==> src/rtl/axis_pin_src_pkg.sv <==
// Shared definitions for the pin-sampling AXI4-Stream packetizer.
// Holds parameter defaults, the lane-count helper and the framer state type.
// Optional feature macro used by the top: AXIS_PIN_PACKETIZER_DROP_CNT_EN.
package axis_pin_src_pkg;

    localparam int unsigned PIN_W_DEF     = 8;
    localparam int unsigned WORD_W_DEF    = 32;
    localparam int unsigned FIFO_AW_DEF   = 4;
    localparam int unsigned PKT_LEN_W_DEF = 16;
    localparam int unsigned DROP_CNT_W    = 16;

    // Framer: waiting for the first beat of a packet, or counting beats inside one.
    typedef enum logic {
        ST_IDLE   = 1'b0,
        ST_IN_PKT = 1'b1
    } framer_state_e;

    // Number of pin samples packed into one output word.
    function automatic int unsigned lanes(input int unsigned word_w, input int unsigned pin_w);
        return word_w / pin_w;
    endfunction

endpackage

==> src/rtl/axis_pin_src_fifo.sv <==
// Synchronous first-word-fall-through FIFO with count-based full/empty.
// Ports:
//   aclk, areset     : clock, synchronous active-high reset
//   i_wr_en/i_wr_data: write request (ignored while full)
//   o_full           : registered full flag
//   i_rd_en          : pop the head (ignored while empty)
//   o_rd_data        : current head word
//   o_valid          : registered not-empty flag
module axis_pin_src_fifo
    import axis_pin_src_pkg::*;
#(
    parameter int unsigned DATA_W = WORD_W_DEF,
    parameter int unsigned AW     = FIFO_AW_DEF
) (
    input  logic              aclk,
    input  logic              areset,
    input  logic              i_wr_en,
    input  logic [DATA_W-1:0] i_wr_data,
    output logic              o_full,
    input  logic              i_rd_en,
    output logic [DATA_W-1:0] o_rd_data,
    output logic              o_valid
);

    localparam int unsigned DEPTH = 2 ** AW;
    localparam int unsigned CNT_W = AW + 1;

    logic [DATA_W-1:0] r_mem [DEPTH];
    logic [AW-1:0]     r_wr_ptr;
    logic [AW-1:0]     r_rd_ptr;
    logic [CNT_W-1:0]  r_count;
    logic [CNT_W-1:0]  w_count_next;
    logic              r_full;
    logic              r_valid;
    logic              w_wr;
    logic              w_rd;

    // Full/empty are judged on the state at the start of the cycle.
    assign w_wr = i_wr_en && !r_full;
    assign w_rd = i_rd_en && r_valid;

    // Occupancy update; simultaneous push and pop leave the count unchanged.
    always_comb begin
        w_count_next = r_count;
        case ({w_wr, w_rd})
            2'b10:   w_count_next = r_count + CNT_W'(1);
            2'b01:   w_count_next = r_count - CNT_W'(1);
            default: w_count_next = r_count;
        endcase
    end

    // Pointers, count and flags; pointers wrap naturally at DEPTH.
    always_ff @(posedge aclk) begin
        if (areset) begin
            r_wr_ptr <= '0;
            r_rd_ptr <= '0;
            r_count  <= '0;
            r_full   <= 1'b0;
            r_valid  <= 1'b0;
        end else begin
            if (w_wr) r_wr_ptr <= r_wr_ptr + AW'(1);
            if (w_rd) r_rd_ptr <= r_rd_ptr + AW'(1);
            r_count <= w_count_next;
            r_full  <= (w_count_next == CNT_W'(DEPTH));
            r_valid <= (w_count_next != '0);
        end
    end

    // Storage array, not reset.
    always_ff @(posedge aclk) begin
        if (w_wr) r_mem[r_wr_ptr] <= i_wr_data;
    end

    assign o_rd_data = r_mem[r_rd_ptr];
    assign o_full    = r_full;
    assign o_valid   = r_valid;

endmodule

==> src/rtl/axis_pin_packetizer.sv <==
// Packs PIN_W-wide pin samples into WORD_W words (first sample in the low lane),
// buffers them in a FWFT FIFO and emits them on AXI4-Stream with optional
// fixed-length framing via TLAST.
// Ports:
//   aclk, areset            : clock, synchronous active-high reset
//   data_pins, pins_valid   : sample input, taken when pins_valid is high
//   pkt_len                 : words per packet, 0 = unframed stream
//   m_axis_t*               : AXI4-Stream master (tkeep constant all-ones)
//   drop_count              : saturating dropped-word count
// Macro AXIS_PIN_PACKETIZER_DROP_CNT_EN adds drop_count; without it full-FIFO
// drops happen silently.
module axis_pin_packetizer
    import axis_pin_src_pkg::*;
#(
    parameter int unsigned PIN_W     = PIN_W_DEF,
    parameter int unsigned WORD_W    = WORD_W_DEF,
    parameter int unsigned FIFO_AW   = FIFO_AW_DEF,
    parameter int unsigned PKT_LEN_W = PKT_LEN_W_DEF
) (
    input  logic                  aclk,
    input  logic                  areset,
    input  logic [PIN_W-1:0]      data_pins,
    input  logic                  pins_valid,
    input  logic [PKT_LEN_W-1:0]  pkt_len,
    output logic                  m_axis_tvalid,
    output logic [WORD_W-1:0]     m_axis_tdata,
    output logic                  m_axis_tlast,
    output logic [WORD_W/8-1:0]   m_axis_tkeep,
    input  logic                  m_axis_tready
`ifdef AXIS_PIN_PACKETIZER_DROP_CNT_EN
    ,
    output logic [DROP_CNT_W-1:0] drop_count
`endif
);

    localparam int unsigned LANES  = lanes(WORD_W, PIN_W);
    localparam int unsigned LANE_W = (LANES > 1) ? $clog2(LANES) : 1;

    // ---------------- sample assembly ----------------
    logic [LANE_W-1:0] r_lane;
    logic [WORD_W-1:0] r_word;
    logic [WORD_W-1:0] w_word_full;
    logic              w_word_done;
    logic              w_wr_en;
    logic              w_fifo_full;
    logic              w_fifo_valid;

    assign w_word_done = pins_valid && (r_lane == LANE_W'(LANES - 1));

    // The completing sample goes straight into the written word, no extra cycle.
    always_comb begin
        w_word_full = r_word;
        w_word_full[(LANES-1)*PIN_W +: PIN_W] = data_pins;
    end

    always_ff @(posedge aclk) begin
        if (areset) begin
            r_lane <= '0;
            r_word <= '0;
        end else if (pins_valid) begin
            r_word[r_lane*PIN_W +: PIN_W] <= data_pins;
            r_lane <= w_word_done ? '0 : r_lane + LANE_W'(1);
        end
    end

    // A word completing against a full FIFO is lost; assembly never stalls.
    assign w_wr_en = w_word_done && !w_fifo_full;

    axis_pin_src_fifo #(
        .DATA_W (WORD_W),
        .AW     (FIFO_AW)
    ) u_fifo (
        .aclk      (aclk),
        .areset    (areset),
        .i_wr_en   (w_wr_en),
        .i_wr_data (w_word_full),
        .o_full    (w_fifo_full),
        .i_rd_en   (m_axis_tready),
        .o_rd_data (m_axis_tdata),
        .o_valid   (w_fifo_valid)
    );

    // ---------------- framer ----------------
    framer_state_e        r_state;
    framer_state_e        w_state_next;
    logic [PKT_LEN_W-1:0] r_len;
    logic [PKT_LEN_W-1:0] w_len_next;
    logic [PKT_LEN_W-1:0] r_beat;
    logic [PKT_LEN_W-1:0] w_beat_next;
    logic                 r_last_arm;
    logic                 w_last_arm_next;
    logic                 w_hs;

    assign w_hs = w_fifo_valid && m_axis_tready;

    always_ff @(posedge aclk) begin
        if (areset) begin
            r_state    <= ST_IDLE;
            r_len      <= '0;
            r_beat     <= '0;
            r_last_arm <= 1'b0;
        end else begin
            r_state    <= w_state_next;
            r_len      <= w_len_next;
            r_beat     <= w_beat_next;
            r_last_arm <= w_last_arm_next;
        end
    end

    // In IDLE r_len tracks pkt_len until a beat is presented, then freezes so
    // tlast stays stable under backpressure; r_last_arm marks the next beat as last.
    always_comb begin
        w_state_next    = r_state;
        w_len_next      = r_len;
        w_beat_next     = r_beat;
        w_last_arm_next = r_last_arm;
        case (r_state)
            ST_IDLE: begin
                if (w_hs) begin
                    if (r_len > PKT_LEN_W'(1)) begin
                        w_state_next    = ST_IN_PKT;
                        w_beat_next     = PKT_LEN_W'(1);
                        w_last_arm_next = (r_len == PKT_LEN_W'(2));
                    end else begin
                        w_len_next      = pkt_len;
                        w_last_arm_next = (pkt_len == PKT_LEN_W'(1));
                    end
                end else if (!w_fifo_valid) begin
                    w_len_next      = pkt_len;
                    w_last_arm_next = (pkt_len == PKT_LEN_W'(1));
                end
            end
            ST_IN_PKT: begin
                if (w_hs) begin
                    if (r_last_arm) begin
                        w_state_next    = ST_IDLE;
                        w_beat_next     = '0;
                        w_len_next      = pkt_len;
                        w_last_arm_next = (pkt_len == PKT_LEN_W'(1));
                    end else begin
                        w_beat_next     = r_beat + PKT_LEN_W'(1);
                        w_last_arm_next = ((r_beat + PKT_LEN_W'(2)) == r_len);
                    end
                end
            end
            default: w_state_next = ST_IDLE;
        endcase
    end

    assign m_axis_tvalid = w_fifo_valid;
    assign m_axis_tlast  = r_last_arm && w_fifo_valid;
    assign m_axis_tkeep  = '1;

`ifdef AXIS_PIN_PACKETIZER_DROP_CNT_EN
    // Saturating count of words lost to a full FIFO.
    logic [DROP_CNT_W-1:0] r_drop_count;

    always_ff @(posedge aclk) begin
        if (areset) begin
            r_drop_count <= '0;
        end else if (w_word_done && w_fifo_full && (r_drop_count != '1)) begin
            r_drop_count <= r_drop_count + DROP_CNT_W'(1);
        end
    end

    assign drop_count = r_drop_count;
`endif

endmodule

==> config.mk <==
export PLATFORM = sky130hd
export DESIGN_NAME = axis_pin_packetizer
export DESIGN_NICKNAME = d
export VERILOG_FILES = /design/src/rtl/axis_pin_src_pkg.sv /design/src/rtl/axis_pin_src_fifo.sv /design/src/rtl/axis_pin_packetizer.sv
export SDC_FILE = /design/constraint.sdc
export NUM_CORES = 1
export LEC_CHECK = 0
export ABC_CLOCK_PERIOD_IN_PS = 4800
export CORE_UTILIZATION = 50
export CTS_CLUSTER_DIAMETER = 150
export DETAILED_ROUTE_END_ITERATION = 8
export PLACE_DENSITY_LB_ADDON = 0.08
export SLEW_MARGIN = 20
export SYNTH_ARGS = -nofsm -noshare
export SYNTH_HDL_FRONTEND = slang
export SYNTH_HIERARCHICAL = 1
export SYNTH_SLANG_ARGS = --single-unit
==> constraint.sdc <==
create_clock -name aclk -period 4.8 [get_ports aclk]
set_input_delay 0.96 -clock aclk [delete_from_list [all_inputs] [get_ports aclk]]
set_output_delay 0.96 -clock aclk [all_outputs]
set_load 0.01 [all_outputs]
==> results.toml, run 1 <==
[outcome]
status = "completed"

[sta]
tightest_slew_ns = 0.985
post-route-period-util_pct = 89.4
maxSlewHeadroom_pct = 34.1
clock.fmax_mhz = 233
hold_ws_ns = 0.495
setup_viol = 0
hold_violations = 0
rsz0062_at_grt = "false"
min_period_ns = 4.29
clock_skew_ns = 0.0188
slew_violations = 0
finalSetupTns_ns = 0

[power]
power_density_nw_per_um2 = 385
pwr-share-comb_pct = 1.9
seq_power_share_pct = 53.8
p_int_w = 0.00837
switching_share_pct = 19.5
power_w = 0.0104
leakagePower_nw = 8.47
vdd_drop_max_mv = 0.327
p_sw_w = 0.00202
clkPwrFrac_pct = 44.3

[cts]
cts_tree = "yes"
postCtsResizedCells = 0
clk_latency_ns = 0.61
cts_buffers = 60
hold_buffers = 0
cts-htree-levels = 2
postCtsSetupBuffers = 0
cts_buffer_depth = 3
cts_root_buffer = "clkbuf_16"
clock-sinks = 591
clk_pin_slew_ns = 0.06

[placed_design]
hpwl_mm = 27.9
dp.cells = 1822
globalplace.congestion = 0.788
port_buffers = 61

[grt]
grt.total_usage_pct = 21.5
grt_pass1_wl_mm = 74.6
use_met1_pct = 31.5
use_met2_pct = 34.3
grt_pass1_vias = 11700
grt_start_max_net_pins = 66
antenna_found_initial = 1
grt_overflow = 0
busiest_layer = "met2"
met3_usage_pct = 3.66

[route]
drtAntennaViolNets = 0
vias = 11500
routedWlPerCell_microns = 25.6
dr.first_iter.drc_count = 846
dr.pass1.iters = 5
route.detailed.drc = 0
drt-vias-per-instance = 5.93
routed_wl_mm = 49.5

[floorplan]
start_util_pct = 50.6
die_x_microns = 219
ios = 66
rows = 79
core-area_sq_um = 46500
dieHeight_microns = 219
dieArea_sq_um = 47900

[setup_path]
crit_type = "flop to output pin"
crit_path_end_kind = "output pin"
worstPathArrival_ns = 3.33
cp_max_fo = 51
worstSetupStartpointType = "flop"
cp.required_ns = 3.84

[synth]
syn_inst = 1179
yosys.area_share.simple_pct = 4.33
async_flop_share_pct = 0
synth_top_area_cell = "edfxtp_1"
synthTopCellsByArea = "edfxtp_1 (65%), mux4_2 (11%), dfxtp_1 (6.7%)"
ys_ff_latch = 591
synth-xor-area-share_pct = 1.38
yosys_warnings = 6
syn-cell-area_sq_um = 23500
synthAdderAreaFrac_pct = 0.745
synth_mux_area_share_pct = 17.0
synth_cell_types = 67
synth-compound-area-share_pct = 2.45
synth_edf_count = 512
synth_area_per_cell_sq_um = 19.9
ys_seq_area_share_pct = 72.2
synth_top_area_share_pct = 65.4
synth_top_flop_cell = "edfxtp_1"
synth_top_family_by_area = "multiplexers"

[final_layout]
stdcell_count = 1936
final_util_pct = 58.2
final_common_cell = "edfxtp_1"
final-seq-area_sq_um = 17000
most-common-layout-cells = "edfxtp_1 (512), mux4_2 (110), nor2_1 (79)"
drive_gt1_share_pct = 20.7
synthToLayoutAreaGrowth_pct = 15.0
diodes = 0
fillers = 3458
nNetsFinal = 1319
multi_input_area_sq_um = 6210

[hold_path]
worstHoldPathType = "flop to flop"

[job]
maxCapViolCount = 0
cell usage after synthesis, types with 6 or more instances:
master    instances
a21oi_1          17
xor2_1           12
nand3_1           6
nand4_1           8
nand2_1          29
edfxtp_1        512
xnor2_1          25
mux4_2          110
inv_1             9
buf_6            15
mux4_1           50
dfxtp_1          79
a22oi_1          25
o21ai_0          13
nor3_1           12
clkbuf_1         27
ha_1             14
nor2_1           91
buf_1             6
nor4_1            7
mux2i_1          19
nand2b_1          7
final cells by class:
type                       count  area share, %
inverter                      12          0.171
clock buffer                  77           6.06
timing repair buffer          95           3.93
tap                          607           2.81
multi-input combinational    517           23.0
sequential                   591           62.8
clock inverter                37           1.26
cells by family (layout without fill, tap and decap cells):
| logic type | after synthesis | count (layout) |
|---|---|---|
| xor+xnor | 37 | 37 |
| simple gates | 201 | 201 |
| fa+ha+maj | 14 | 14 |
| other cells | 1 | 4 |
| mux | 180 | 180 |
| flops | 591 | 591 |
| buf+inv | 74 | 221 |
| compound gates | 81 | 81 |
layer usage:
layer | part of all wire, % | wire, microns
met3 | 4.8 | 2370
met1 | 45 | 22400
met2 | 49 | 24100
met5 | 0.034 | 17
met4 | 1.3 | 625
power by group through the flow:
stage	combinational, W	sequential, W	clock, W
finish	0.000202	0.00559	0.00460
global route	0.000222	0.00559	0.00489
CTS	0.000205	0.00559	0.00470
detailed placement	0.000204	0.00570	0
global placement	0.000202	0.00570	0
floorplan	0.000128	0.00568	0
worst paths after layout:
kind	from	to	slack, ns	cells after the start
setup / recovery	flop	m_axis_tdata[14]	0.51	4
hold / removal	u_fifo/r_rd_ptr[1]$_SDFFE_PP0P_	flop	0.50	2
setup reg to reg	r_lane[0]$_SDFFE_PP0P_	u_fifo/o_full$_SDFF_PP0_	1.75	12
hold reg to reg	u_fifo/r_rd_ptr[1]$_SDFFE_PP0P_	flop	0.50	2
registers in the layout, indices dropped and copies added (netlist names), 2 cells and up, named ones only:
signal           flops
u_fifo/r_wr_ptr      4
r_word              24
r_lane               2
u_fifo/r_mem       512
r_beat              16
u_fifo/r_count       5
r_len               16
u_fifo/r_rd_ptr      4
stage by stage:
stage / area (sq um) / setup slack (ns)
6_report: 27000 / 0.508
5_1_grt: 27000 / 0.353
4_1_cts: 27000 / 0.432
3_5_place_dp: 25000 / 0.925
3_3_place_gp: 25000 / 0.958
2_1_floorplan: 23500 / 0.449
worst max-delay path: stages, from the launching register on:
cell	delay [ns]
dfxtp_4	0.63
buf_12	0.41
mux4_1	0.63
mux4_2	0.47
clkdlybuf4s50_1	0.49
Power figures use the tool's default switching activity.
==> run 2, diff against run 1 <==
CORE_ASPECT_RATIO = 0.7   (was unset)
==> results.toml, run 2 (synthesized netlist as in run 1, its figures left out) <==
[final_layout]
final_common_cell = "edfxtp_1"
most-common-layout-cells = "edfxtp_1 (512), mux4_2 (110), nor2_1 (79)"
nNetsFinal = 1313
stdcell_count = 1931
synthToLayoutAreaGrowth_pct = 14.5
fin_area_sq_um = 26900
top_register = "u_fifo/r_mem"
reg.largest.list = "u_fifo/r_mem x512, r_word x24"
final_util_pct = 58.0
fillers = 3452
drive_gt1_share_pct = 20.4
largest_reg_flops = 512

[cts]
cts-htree-levels = 2
cts_buffer_depth = 3
hold_buffers = 0
cts_buffers = 55
postCtsResizedCells = 0
clock-sinks = 591
clk_latency_ns = 0.59
cts_tree = "yes"
cts_root_buffer = "clkbuf_16"
clk_pin_slew_ns = 0.06
postCtsSetupBuffers = 0

[setup_path]
worstSetupStartpointType = "flop"
crit_type = "flop to output pin"
cp_max_fo = 88
worstPathArrival_ns = 3.24
cp.required_ns = 3.84
crit_path_end_kind = "output pin"

[power]
clkPwrFrac_pct = 44.0
leakagePower_nw = 8.41
power_density_nw_per_um2 = 384
seq_power_share_pct = 54.0
switching_share_pct = 19.3
vdd_drop_max_mv = 0.308
p_sw_w = 0.00200
pwr-share-comb_pct = 2.0
p_int_w = 0.00834

[route]
dr.first_iter.drc_count = 1031
routed_wl_mm = 50.1
dr.pass1.iters = 7
drtAntennaViolNets = 0
routedWlPerCell_microns = 25.9
vias = 11500
route.detailed.drc = 0
drt-vias-per-instance = 5.93

[sta]
post-route-period-util_pct = 87.6
hold_violations = 0
clock_skew_ns = 0.0154
maxSlewHeadroom_pct = 30.5
rsz0062_at_grt = "false"
clock.fmax_mhz = 238
tightest_slew_ns = 1.04
min_period_ns = 4.20
slew_violations = 0
finalSetupTns_ns = 0
setup_viol = 0

[grt]
antenna_found_initial = 1
grt_start_max_net_pins = 89
grt.total_usage_pct = 21.3
grt_pass1_wl_mm = 73.6
grt_overflow = 0
grt_pass1_vias = 11200

[floorplan]
rows = 66
die_x_microns = 261
ios = 66
dieArea_sq_um = 47900
core-area_sq_um = 46400
dieHeight_microns = 183
start_util_pct = 50.6

[outcome]
status = "completed"

[placed_design]
dpl_cell_area_sq_um = 25000
globalplace.congestion = 0.782
hpwl_mm = 27.8
dp.cells = 1826
port_buffers = 61

[job]
maxCapViolCount = 0

[hold_path]
worstHoldPathType = "flop to flop"
## run 2: layout make-up
class,count,area [sq um],area share (%)
inverters,12,46.3,0.172
clock buffers,73,1510,5.59
clock inverters,31,400,1.49
diodes,1,2.50,0.00930
multi-input cells,517,6210,23.1
repair buffers,94,1000,3.73
well taps,612,766,2.85
flip-flops and latches,591,17000,63.1
## run 2: layer usage
layer | vias up | track usage, % | wire [microns]
met5 | - | 0 | 0
met4 | 0 | 5.07 | 952
met3 | 73 | 2.90 | 2190
met2 | 269 | 31.7 | 22600
met1 | 6054 | 33.6 | 24400
li1 | 5060 | - | -
## run 2: final timing paths
kind	start	endpoint	slack [ns]	depth (start not counted)
setup / recovery	flop	m_axis_tdata[28]	0.60	4
hold / removal	u_fifo/r_rd_ptr[1]$_SDFFE_PP0P_	flop	0.51	2
setup reg to reg	r_lane[0]$_SDFFE_PP0P_	u_fifo/o_full$_SDFF_PP0_	1.70	13
hold reg to reg	u_fifo/r_rd_ptr[1]$_SDFFE_PP0P_	flop	0.51	2
## run 2: power groups by stage
stage	sequential (W)	combinational, W	clock [W]
final	0.00559	0.000204	0.00455
after global routing	0.00559	0.000222	0.00485
after CTS	0.00559	0.000206	0.00465
after detailed placement	0.00570	0.000206	0
after global placement	0.00570	0.000203	0
after floorplan	0.00568	0.000128	0
## run 2: per-stage QoR
step	worst slack, ns	power (W)	hold WS, ns
floorplan	0.449	0.00581	0.472
global placement	0.954	0.00590	0.486
detailed placement	0.953	0.00590	0.491
CTS	0.530	0.0104	0.503
global route	0.436	0.0107	0.523
finish	0.596	0.0103	0.506
## run 2: critical path, stage by stage (launching register included)
cell and delay, ns:
dfxtp_4 0.37, buf_12 0.52, mux4_1 0.65, mux4_2 0.53, clkdlybuf4s50_1 0.51
==> run 3, diff against run 2 <==
CTS_CLUSTER_SIZE = 16   (was unset)
==> results.toml, run 3 (synthesized netlist as in run 1, its figures left out) <==
[outcome]
status = "completed"

[sta]
post-route-period-util_pct = 87.0
clock_skew_ns = 0.0127
maxSlewHeadroom_pct = 30.0
setup_viol = 0
tightest_slew_ns = 1.05
finalSetupTns_ns = 0
slew_violations = 0
hold_violations = 0
min_period_ns = 4.18
clock.fmax_mhz = 239
rsz0062_at_grt = "false"

[hold_path]
holdPathStages = 2
worstHoldStart = "u_fifo/r_rd_ptr[1]$_SDFFE_PP0P_"
worstHoldPathType = "flop to flop"

[cts]
clk_pin_slew_ns = 0.07
cts_buffers = 42
postCtsSetupBuffers = 0
postCtsResizedCells = 0
cts_root_buffer = "clkbuf_16"
hold_buffers = 0
cts_tree = "yes"
cts_buffer_depth = 3
clk_latency_ns = 0.56
clock-sinks = 591
cts-htree-levels = 2

[grt]
grt_pass1_vias = 11100
grt_start_max_net_pins = 89
antenna_found_initial = 1
grt.total_usage_pct = 21.2
grt_pass1_wl_mm = 73.2
grt_overflow = 0

[route]
routed_wl_mm = 49.9
drt-vias-per-instance = 5.96
drtAntennaViolNets = 0
dr.first_iter.drc_count = 1125
routedWlPerCell_microns = 26.2
dr.pass1.iters = 7
route.detailed.drc = 0
vias = 11300

[floorplan]
die_x_microns = 261
core-area_sq_um = 46400
dieHeight_microns = 183
rows = 66
ios = 66
dieArea_sq_um = 47900
start_util_pct = 50.6

[setup_path]
crit_path_end_kind = "output pin"
regToRegSetupSlack_ns = 1.67
worstPathArrival_ns = 3.22
rr_startpoint = "r_lane[0]$_SDFFE_PP0P_"
reg2reg_depth = 13
worstSetupStartpointType = "flop"
timing.rr.end = "u_fifo/o_full$_SDFF_PP0_"
crit_type = "flop to output pin"
cp.required_ns = 3.84
cp_max_fo = 88

[final_layout]
fin_area_sq_um = 26200
most-common-layout-cells = "edfxtp_1 (512), mux4_2 (110), nor2_1 (79)"
synthToLayoutAreaGrowth_pct = 11.5
stdcell_count = 1902
largest_reg_flops = 512
nNetsFinal = 1300
drive_gt1_share_pct = 17.8
reg.largest.list = "u_fifo/r_mem x512, r_word x24"
top_register = "u_fifo/r_mem"
final_common_cell = "edfxtp_1"

[placed_design]
hpwl_mm = 27.8
dp.cells = 1826
globalplace.congestion = 0.782
port_buffers = 61
dpl_cell_area_sq_um = 25000

[power]
power_density_nw_per_um2 = 348
leakagePower_nw = 8.05
vdd_drop_max_mv = 0.225

[job]
maxCapViolCount = 0
## run 3: critical path: stages, from the launching register on
cell and delay [ns]:
dfxtp_4 0.37, buf_12 0.54, mux4_2 0.62, mux4_2 0.55, clkdlybuf4s50_1 0.51
## run 3: final cells by class
class | count | area (sq um)
flip-flops and latches | 591 | 17000
diodes | 1 | 2.50
inverters | 12 | 46.3
clock inverters | 1 | 16.3
clock buffers | 74 | 1170
well taps | 612 | 766
fillers | 3533 | 20200
repair buffers | 94 | 1000
multi-input cells | 517 | 6210
## run 3: where the power goes
| group | switching, W | leakage [nW] | internal (W) |
|---|---|---|---|
| combinational | 0.000111 | 2.11 | 0.0000932 |
| sequential | 0.0000341 | 5.37 | 0.00555 |
| clock | 0.00166 | 0.562 | 0.00166 |
| total | 0.00181 | 8.05 | 0.00730 |
## run 3: layer usage
metal,track usage (%),vias to the layer above,routed length (microns)
met5,0,-,0
met4,4.19,0,864
met3,3.12,65,2340
met2,31.5,264,22400
met1,33.6,6002,24300
li1,-,5004,-
## run 3: worst max-delay path by stage
stage / start / end / depth (start not counted)
floorplan: pins_valid / u_fifo/r_mem[3][0]$_DFFE_PP_ / 7
CTS: flop / m_axis_tdata[28] / 4
global route: flop / m_axis_tdata[28] / 4
detailed placement: pins_valid / u_fifo/o_full$_SDFF_PP0_ / 13
global placement: pins_valid / u_fifo/o_full$_SDFF_PP0_ / 13
finish: flop / m_axis_tdata[28] / 4
## run 3: through the flow
| stage | worst slack [ns] | hold slack [ns] | total power (W) | utilization, % |
|---|---|---|---|---|
| 6_report | 0.623 | 0.510 | 0.00910 | 56.4 |
| 5_1_grt | 0.478 | 0.522 | 0.00941 | 56.4 |
| 4_1_cts | 0.572 | 0.504 | 0.00920 | 56.4 |
| 3_5_place_dp | 0.953 | 0.491 | 0.00590 | 53.9 |
| 3_3_place_gp | 0.954 | 0.486 | 0.00590 | 53.9 |
| 2_1_floorplan | 0.449 | 0.472 | 0.00581 | - |
